## config.mk

```make
export PLATFORM = sky130hd
export DESIGN_NAME = mul_seq_ctrl
export DESIGN_NICKNAME = d
export VERILOG_FILES = /design/src/rtl/mul_pkg.sv /design/src/rtl/mul16x16_u.sv /design/src/rtl/mul_seq_ctrl.sv
export SDC_FILE = /design/constraint.sdc
export NUM_CORES = 1
export LEC_CHECK = 0
export CAP_MARGIN = 40
export CORE_UTILIZATION = 65
export CTS_CLUSTER_DIAMETER = 120
export DETAILED_ROUTE_END_ITERATION = 6
export PLACE_DENSITY = 0.85
export RECOVER_POWER = 25
export SETUP_SLACK_MARGIN = 0.02
export SYNTH_ARGS = -nofsm -noshare
export SYNTH_HDL_FRONTEND = slang
export SYNTH_HIERARCHICAL = 1
export SYNTH_SLANG_ARGS = --single-unit
```

## constraint.sdc

```tcl
create_clock -name clk_i -period 19.41 [get_ports clk_i]
set_input_delay 3.882 -clock clk_i [delete_from_list [all_inputs] [get_ports clk_i]]
set_output_delay 3.882 -clock clk_i [all_outputs]
set_load 0.05 [all_outputs]
```

## src/rtl/mul_pkg.sv

```systemverilog
// mul_pkg: shared constants, opcode/state encodings and operand signedness helper
// for the sequential RV32M multiply block.
package mul_pkg;

    localparam int XLEN   = 32;
    localparam int HALF_W = XLEN / 2;

    localparam logic [1:0] OP_MUL    = 2'b00;
    localparam logic [1:0] OP_MULH   = 2'b01;
    localparam logic [1:0] OP_MULHSU = 2'b10;
    localparam logic [1:0] OP_MULHU  = 2'b11;

    typedef enum logic [1:0] {
        S_IDLE,
        S_CALC,
        S_SIGN,
        S_DONE
    } state_t;

    // Returns {rs1 treated as signed, rs2 treated as signed} for an opcode.
    function automatic logic [1:0] sign_class(input logic [1:0] op);
        logic [1:0] cls;
        cls = 2'b00;
        case (op)
            OP_MULH:   cls = 2'b11;
            OP_MULHSU: cls = 2'b10;
            default:   cls = 2'b00;
        endcase
        return cls;
    endfunction

endpackage

```

## src/rtl/mul16x16_u.sv

```systemverilog
// mul16x16_u: purely combinational unsigned HALF_W x HALF_W -> XLEN multiplier,
// shared by every partial-product step of the sequencer.
module mul16x16_u
    import mul_pkg::*;
(
    input  logic [HALF_W-1:0] i_a,
    input  logic [HALF_W-1:0] i_b,
    output logic [XLEN-1:0]   o_p
);

    logic [XLEN-1:0] w_a_ext;
    logic [XLEN-1:0] w_b_ext;

    assign w_a_ext = {{HALF_W{1'b0}}, i_a};
    assign w_b_ext = {{HALF_W{1'b0}}, i_b};
    assign o_p     = w_a_ext * w_b_ext;

endmodule

```

## src/rtl/mul_seq_ctrl.sv

```systemverilog
// mul_seq_ctrl: RV32M MUL/MULH/MULHSU/MULHU sequencer built on one 16x16 unsigned multiplier.
// Define MUL_RESULT_CACHE_EN to add a last-result cache that short-circuits repeated operands.
module mul_seq_ctrl #(
    parameter int XLEN = 32
) (
    input  logic            clk_i,
    input  logic            rst_ni,
    input  logic            req_valid_i,
    output logic            req_ready_o,
    input  logic [1:0]      op_i,
    input  logic [XLEN-1:0] A_i,
    input  logic [XLEN-1:0] B_i,
    output logic            resp_valid_o,
    input  logic            resp_ready_i,
    output logic [XLEN-1:0] writeback_value_o,
    output logic            busy_o
);
    import mul_pkg::*;

    localparam int ACC_W = 2 * XLEN;

    if (XLEN != 32) begin : g_xlen_check
        $error("mul_seq_ctrl: only XLEN = 32 is supported");
    end

    state_t             r_state;
    state_t             w_next_state;
    logic [1:0]         r_cnt;
    logic [XLEN-1:0]    r_a;
    logic [XLEN-1:0]    r_b;
    logic [1:0]         r_op;
    logic               r_neg;
    logic [ACC_W-1:0]   r_acc;
    logic               r_req_ready;

    logic               w_accept;
    logic [1:0]         w_class;
    logic               w_sa;
    logic               w_sb;
    logic [XLEN-1:0]    w_abs_a;
    logic [XLEN-1:0]    w_abs_b;
    logic               w_hit;
    logic [ACC_W-1:0]   w_hit_prod;
    logic [HALF_W-1:0]  w_mul_a;
    logic [HALF_W-1:0]  w_mul_b;
    logic [XLEN-1:0]    w_pp;
    logic [ACC_W-1:0]   w_pp_ext;
    logic [ACC_W-1:0]   w_acc_fixed;

    assign w_accept = req_valid_i & r_req_ready;
    assign w_class  = sign_class(op_i);
    assign w_sa     = w_class[1] & A_i[XLEN-1];
    assign w_sb     = w_class[0] & B_i[XLEN-1];
    // Two's-complement negation of 0x80000000 wraps to itself, which is the correct unsigned magnitude.
    assign w_abs_a  = w_sa ? (~A_i + 1'b1) : A_i;
    assign w_abs_b  = w_sb ? (~B_i + 1'b1) : B_i;

    assign w_mul_a = r_cnt[0] ? r_a[XLEN-1:HALF_W] : r_a[HALF_W-1:0];
    assign w_mul_b = r_cnt[1] ? r_b[XLEN-1:HALF_W] : r_b[HALF_W-1:0];

    mul16x16_u u_mul (
        .i_a (w_mul_a),
        .i_b (w_mul_b),
        .o_p (w_pp)
    );

    always_comb begin
        w_pp_ext = '0;
        case (r_cnt)
            2'd0:    w_pp_ext = {{XLEN{1'b0}}, w_pp};
            2'd1,
            2'd2:    w_pp_ext = {{HALF_W{1'b0}}, w_pp, {HALF_W{1'b0}}};
            default: w_pp_ext = {w_pp, {XLEN{1'b0}}};
        endcase
    end

    assign w_acc_fixed = r_neg ? (~r_acc + 1'b1) : r_acc;

`ifdef MUL_RESULT_CACHE_EN
    logic               r_cache_valid;
    logic [XLEN-1:0]    r_cache_a;
    logic [XLEN-1:0]    r_cache_b;
    logic [1:0]         r_cache_class;
    logic [ACC_W-1:0]   r_cache_prod;
    logic [XLEN-1:0]    r_a_raw;
    logic [XLEN-1:0]    r_b_raw;
    logic [1:0]         r_class;

    // MUL returns the low word, which is identical for every signedness class.
    assign w_hit = r_cache_valid && (A_i == r_cache_a) && (B_i == r_cache_b) &&
                   ((op_i == OP_MUL) || (w_class == r_cache_class));
    assign w_hit_prod = r_cache_prod;

    always_ff @(posedge clk_i or negedge rst_ni) begin
        if (!rst_ni) begin
            r_cache_valid <= 1'b0;
            r_cache_a     <= '0;
            r_cache_b     <= '0;
            r_cache_class <= 2'b00;
            r_cache_prod  <= '0;
            r_a_raw       <= '0;
            r_b_raw       <= '0;
            r_class       <= 2'b00;
        end else begin
            if ((r_state == S_IDLE) && w_accept) begin
                r_a_raw <= A_i;
                r_b_raw <= B_i;
                r_class <= w_class;
            end
            if (r_state == S_SIGN) begin
                r_cache_valid <= 1'b1;
                r_cache_a     <= r_a_raw;
                r_cache_b     <= r_b_raw;
                r_cache_class <= r_class;
                r_cache_prod  <= w_acc_fixed;
            end
        end
    end
`else
    assign w_hit      = 1'b0;
    assign w_hit_prod = '0;
`endif

    always_comb begin
        w_next_state = r_state;
        case (r_state)
            S_IDLE: if (w_accept) w_next_state = w_hit ? S_DONE : S_CALC;
            S_CALC: if (r_cnt == 2'd3) w_next_state = S_SIGN;
            S_SIGN: w_next_state = S_DONE;
            S_DONE: if (resp_ready_i) w_next_state = S_IDLE;
            default: w_next_state = S_IDLE;
        endcase
    end

    always_ff @(posedge clk_i or negedge rst_ni) begin
        if (!rst_ni) begin
            r_state <= S_IDLE;
        end else begin
            r_state <= w_next_state;
        end
    end

    always_ff @(posedge clk_i or negedge rst_ni) begin
        if (!rst_ni) begin
            r_req_ready <= 1'b0;
            r_cnt       <= 2'd0;
            r_a         <= '0;
            r_b         <= '0;
            r_op        <= OP_MUL;
            r_neg       <= 1'b0;
            r_acc       <= '0;
        end else begin
            r_req_ready <= (w_next_state == S_IDLE);
            case (r_state)
                S_IDLE: begin
                    if (w_accept) begin
                        r_a   <= w_abs_a;
                        r_b   <= w_abs_b;
                        r_op  <= op_i;
                        r_neg <= w_sa ^ w_sb;
                        r_cnt <= 2'd0;
                        r_acc <= w_hit ? w_hit_prod : '0;
                    end
                end
                S_CALC: begin
                    r_acc <= r_acc + w_pp_ext;
                    r_cnt <= r_cnt + 2'd1;
                end
                S_SIGN: begin
                    r_acc <= w_acc_fixed;
                end
                default: begin
                end
            endcase
        end
    end

    assign req_ready_o       = r_req_ready;
    assign resp_valid_o      = (r_state == S_DONE);
    assign busy_o            = (r_state != S_IDLE);
    assign writeback_value_o = (r_state != S_DONE) ? '0 :
                               (r_op == OP_MUL)    ? r_acc[XLEN-1:0] : r_acc[ACC_W-1:XLEN];

endmodule

```

; Yosys cells after proc, flatten, opt, wreduce, memory -nomap -nowiden
; Index checks and enable logic that the tools add are counted.
[word_totals]
reg_bits = 136
[classes]
eq_ne = 11
n_mul = 1
n_reduce_logical = 11
bitwise_logic = 7
n_mux = 17
addsub = 5
[op_table]
columns = cell, count
row1 = $pmux 64 s3, 1
row2 = $mux 32, 4
row3 = $mux 64, 2
row4 = $pmux 64 s2, 1
row5 = $add 32x1->32 const B, 2
row6 = $add 64x1->64 const B, 1
row7 = $add 64x64->64, 1
row8 = $not 32->32, 2
row9 = $not 64->64, 1
row10 = $mul 16x16->32, 1
row11 = $mux 16, 2
row12 = $eq 2x2->1 const B, 5
row13 = $logic_not 2->1, 4
row14 = $mux 2, 4
row15 = $pmux 2 s2, 2
row16 = $pmux 2 s4, 1
row17 = $eq 2x1->1 const B, 3
row18 = $ne 2x2->1 const B, 3
row19 = $reduce_and 2->1, 2
row20 = $reduce_bool 2->1, 2
row21 = $and 1x1->1, 3
row22 = $reduce_and 3->1, 1
row23 = $reduce_bool 3->1, 1
row24 = $add 2x1->2 const B, 1
row25 = other kinds (2), 2

; Depth between registers and ports, before layout
[logic_depth]
ltp_word = 5
mapped_depth = 36
ltp_nobuf = 33

; Modules after synthesis
; Netlist, hierarchy kept.
[by_module_without_submodules]
columns = mod, n_inst, cells_per_inst, area_each_um2, seq_area_each_um2
row1 = mul_seq_ctrl, 1, 1757, 13245.2, 3403.3
row2 = mul16x16_u, 1, 1016, 8662.1, 0.0

; Worst setup path before layout
; OpenSTA, ideal clock, no wires.
[synth_timing]
path_kind = register to register
startpoint = reg r_cnt[1]
endpoint = reg r_acc[63]
synth_period_minus_slack_ns = 8.933
slack_ns = 10.477
path_buffers = 5
setup_ns = 0.139
t_arrival_ns = 8.794
path_stages_with_launch = 36
cell_sequence = dfrtp_1 > clkbuf_1 > clkbuf_1 > mux2_2 > clkbuf_1 > nand2_1 > fa_1 > inv_1 > fa_1 > inv_1 > fa_1 > inv_1 > fa_1 > fa_1 > inv_1 > fa_1 > inv_1 > ha_1 > buf_6 > a21oi_1 > o21ai_0 > a22oi_1 > nand3_1 > or4_1 > o211a_1 > a22o_1 > ha_1 > clkbuf_1 > nand4_1 > or4_1 > a211oi_1 > a211oi_2 > o31ai_4 > a21oi_1 > o21ai_0 > o211ai_1
[synth_via]
elab_chain_cells = 5
word_cells_on_any_way = 9
cone_classes = 1 x add/sub / 1 x mul / 2 x eq/ne / 3 x mux / 2 x reduce/logical
[synth_rtl]
columns = item, line
row1 = start: declaration, mul_seq_ctrl.sv:28  ; logic [1:0] r_cnt;
row2 = start signal: assignment, mul_seq_ctrl.sv:167  ; r_cnt <= r_cnt + 2'd1;
row3 = $mux 16, mul_seq_ctrl.sv:59  ; assign w_mul_b = r_cnt[1] ? r_b[XLEN-1:HALF_W] : r_b[HALF_W-1:0];
row4 = net w_mul_b[9], mul_seq_ctrl.sv:45  ; logic [HALF_W-1:0] w_mul_b;
row5 = $mul 16x16->32, mul16x16_u.sv:16  ; assign o_p = w_a_ext * w_b_ext;
row6 = net w_pp[29], mul_seq_ctrl.sv:46  ; logic [XLEN-1:0] w_pp;
row7 = $pmux 64 s2, mul_seq_ctrl.sv:69  ; case (r_cnt)
row8 = $add 64x64->64, mul_seq_ctrl.sv:166  ; r_acc <= r_acc + w_pp_ext;
row9 = $pmux 64 s3, mul_seq_ctrl.sv:154  ; case (r_state)
row10 = end signal: assignment, mul_seq_ctrl.sv:162  ; r_acc <= w_hit ? w_hit_prod : '0;
row11 = end signal: assignment, mul_seq_ctrl.sv:166
row12 = end signal: assignment, mul_seq_ctrl.sv:170  ; r_acc <= w_acc_fixed;
row13 = end: declaration, mul_seq_ctrl.sv:33  ; logic [ACC_W-1:0] r_acc;
; The timed path passes the listed nets, and every way through them passes these cells.
; A chain may end at the register's enable or synchronous reset.

; Final worst setup path
[layout_timing]
startpoint = reg r_cnt[0]
endpoint = reg r_acc[54]
[layout_via]
elab_chain_cells = 5
word_cells_on_any_way = 9
cone_classes = 1 x add/sub / 1 x mul / 2 x eq/ne / 3 x mux / 2 x reduce/logical
[layout_rtl]
columns = item, line
row1 = $mux 16, mul_seq_ctrl.sv:58  ; assign w_mul_a = r_cnt[0] ? r_a[XLEN-1:HALF_W] : r_a[HALF_W-1:0];
row2 = net w_mul_a[8], mul_seq_ctrl.sv:44  ; logic [HALF_W-1:0] w_mul_a;
row3 = $mul 16x16->32, mul16x16_u.sv:16
row4 = net w_pp[31], mul_seq_ctrl.sv:46
row5 = $pmux 64 s2, mul_seq_ctrl.sv:69
row6 = $add 64x64->64, mul_seq_ctrl.sv:166
row7 = $pmux 64 s3, mul_seq_ctrl.sv:154
; The timed path passes the listed nets, and every way through them passes these cells.

==> reports/results.txt <==
status: finished, violations left
failing checks: design-rule violations, max-capacitance violations, max-slew violations
register bit total from synthesis: 136
site row count: 66
CTS tree: done
hpwl dp: 55,400 microns
Antenna diodes: 0
Rel. slew slack: -153%
Routability Congestion: 1.02
routed vias/inst: 6.47
Placed Instance Area: 23,100 sq um
DR iter-0 viols: 1,777
DRC Markers: 7
area occupied by multi-input gates: 16,900 sq um
Final Cell Area: 23,700 sq um
filler cell count in the final layout: 2,511
final antenna-violating net count: 0
CP required: 19.72 ns
CTS Buf Count: 17
Clock Latency Late Sink: 0.47 ns
syn_nets: 3,216
setup_tns: 0 ns
fraction of layout cells with a size suffix above 1: 4.86%
Tmin final: 10.20 ns
nets: 3,209
R2R depth: 30
largest family of logic cells by synthesized area: adder cells
Mean Syn Cell Area: 7.90 sq um
Max-Cap Viols: 2
maximum root-to-sink buffer count: 2
worst hold start: r_b[10]
Yosys top cell area share: 17.8%
CP Class: flop to flop
post-route setup slack: 9.21 ns
Initial Utilization: 66.7%
Post-Synthesis Cells: 2,773
Hold Path End: r_b[10]
CP top delay family: compound AO/OA/AOI/OAI gates
r2r setup slk: 9.21 ns
GRT overflow: 0
count of cell types in the netlist: 89
slowest CP cell: dfrtp_1
Fin. Hold Viols: 0
complex-gate fraction of the synthesized area: 19.5%
CTS-repair resized insts: 0
clock-pin slew on the worst setup and hold paths: 0.08 ns
first-pass GRT wire length: 111,000 microns
synth warn: 6
crit path buf inv count: 4
Die Y: 186 microns
xor/xnor share of the synthesized area: 5.64%
Least-Margin Pin Slew: 3.79 ns
most frequent CP cell: fa_1
most common flop cell mapped by yosys: dfrtp_1
RSZ-0062 raised after global routing: no
cell taking the most area after synthesis: fa_1
Sink Count: 136
Layout Skew: 0.0186 ns
CP max stage delay: 0.90 ns
Global Route Usage Sum: 42.3%
IO Pins: 105
Sequential Area: 3400 sq um
Post-Synth Adder-Cell Area: 28.0%
worst r2r dst: r_acc[54]
largest net degree at the start of global routing: 120
pre-CTS setup slack: 9.39 ns
Max Fclk: 0.0981 GHz
vias in the first global route: 20.9k
synthesized area: 21,900 sq um
Routed WL per cell: 22.0 microns
Hold Crit Depth: 2
CTS Root Cell: clkbuf_16
Setup crit start kind: flop
htree depth: 4
Layout area overhead: 8.17%
CP Capture Type: flop
FFs w/ async S/R, synth: 100%
initial antenna violation count: 1
Slew Limit Fails: 137
Setup Buffers After CTS: 0
Area contributors post-synth: fa_1, dfrtp_1, ha_1
Tcrit/Tclk final: 52.5%
Initial DRT Pass Iterations: 7
core area: 32,900 sq um
simple-gate area share of the yosys netlist: 22.1%
endpoints failing setup: 0
die area: 34,400 sq um
EDFF count, synth: 0
Critical Path AT: 10.51 ns
Critical Path Stages: 30
Routed Wire Length: 70,800 microns
mux cell area share after synthesis: 1.79%
sequential area share after synthesis: 15.5%
input/output buffers: 104
hold_ws: 0.483 ns
worst r2r src: r_cnt[0]
routed via count: 20.8k
CP Max Fanout: 20
Die X: 186 microns
Hold Crit Class: flop to flop
Hold-fix buffers, CTS: 0
## tightest hold or removal path, stage by stage (launching register included)
cell and delay [ns]:
dfrtp_1 0.34, nand2_1 0.05, o21ai_0 0.06
## cells by family (layout without fill, tap and decap cells)
family                   Yosys count  after routing
adder cells (fa/ha/maj)          373            373
XOR/XNOR                         141            141
flip-flops                       136            136
AND/OR/NAND/NOR                  996            996
multiplexers                      35             35
AO/OA/AOI/OAI                    671            671
buffers and inverters            421            427
## area by class of cell
| cell class | count | area share, % |
|---|---|---|
| clock buffer | 17 | 1.80 |
| multi-input combinational | 2216 | 71.3 |
| sequential | 136 | 14.4 |
| inverter | 273 | 4.32 |
| tap | 442 | 2.33 |
| clock inverter | 15 | 0.781 |
| timing repair buffer | 122 | 5.09 |
## how the worst max path moves through the flow
stage | from | endpoint | slack (ns)
finish | r_cnt[0] | r_acc[54] | 9.21
global route | rst_ni | r_b[22] | 8.31
CTS | r_cnt[0] | r_acc[54] | 9.36
detailed placement | r_cnt[0] | r_acc[54] | 9.39
global placement | r_cnt[1] | r_acc[40] | 9.39
floorplan | r_cnt[1] | r_acc[63] | 10.48
## per-stage QoR
step,util (%),cells
after global routing,72.1,3221
after floorplan,-,2773
after detailed placement,70.3,3189
after CTS,72.2,3221
after global placement,70.1,3185
final,72.1,3221
## per-layer routing
layer	global-route usage (%)	wire length (microns)	vias up
met3	9.31	6150	284
met1	50.1	26700	9934
met4	27.5	4700	0
met5	0	0	-
met2	69.4	33200	1221
li1	-	-	9407
## flip-flops by register name, summed over array words and instances, names as in the netlist
register,count
r_b,32
r_neg,1
r_state,2
r_op,2
r_cnt,2
r_acc,64
req_ready_o,1
r_a,32
## placed cells by master, fill, tap and decap left out, types with 8 or more instances in the layout
cell type and instances:
and3_1 8, and2_1 166, buf_4 13, nor4_1 19, ha_1 178, nand3_1 40
nor2b_1 10, a22oi_1 17, o31ai_1 24, xnor2_1 76, a31oi_1 15, clkbuf_16 17
o21ai_0 229, nor2_1 134, inv_1 273, a21oi_1 144, or2_2 8, nand2b_1 13
nand2_1 424, o221ai_1 10, a21boi_0 36, xor2_1 65, nor3_1 79, a21o_1 46
or3_1 15, clkdlybuf4s50_1 103, dfrtp_1 136, o21bai_1 10, a211oi_1 11, o41ai_1 8
fa_1 195, mux2_2 34, a22o_1 31, o21a_1 12, a32oi_1 14, nand4_1 34
or4_1 9
## synthesized netlist by cell type (36+ instances only)
master	number
a21boi_0	36
a21o_1	46
a21oi_1	144
and2_1	166
clkbuf_1	130
dfrtp_1	136
fa_1	195
ha_1	178
inv_1	273
nand2_1	424
nand3_1	41
nor2_1	135
nor3_1	79
o21ai_0	229
xnor2_1	76
xor2_1	65
Power is not shown: default switching activity piles up to over one toggle a cycle in this logic, so the estimate is an artifact.
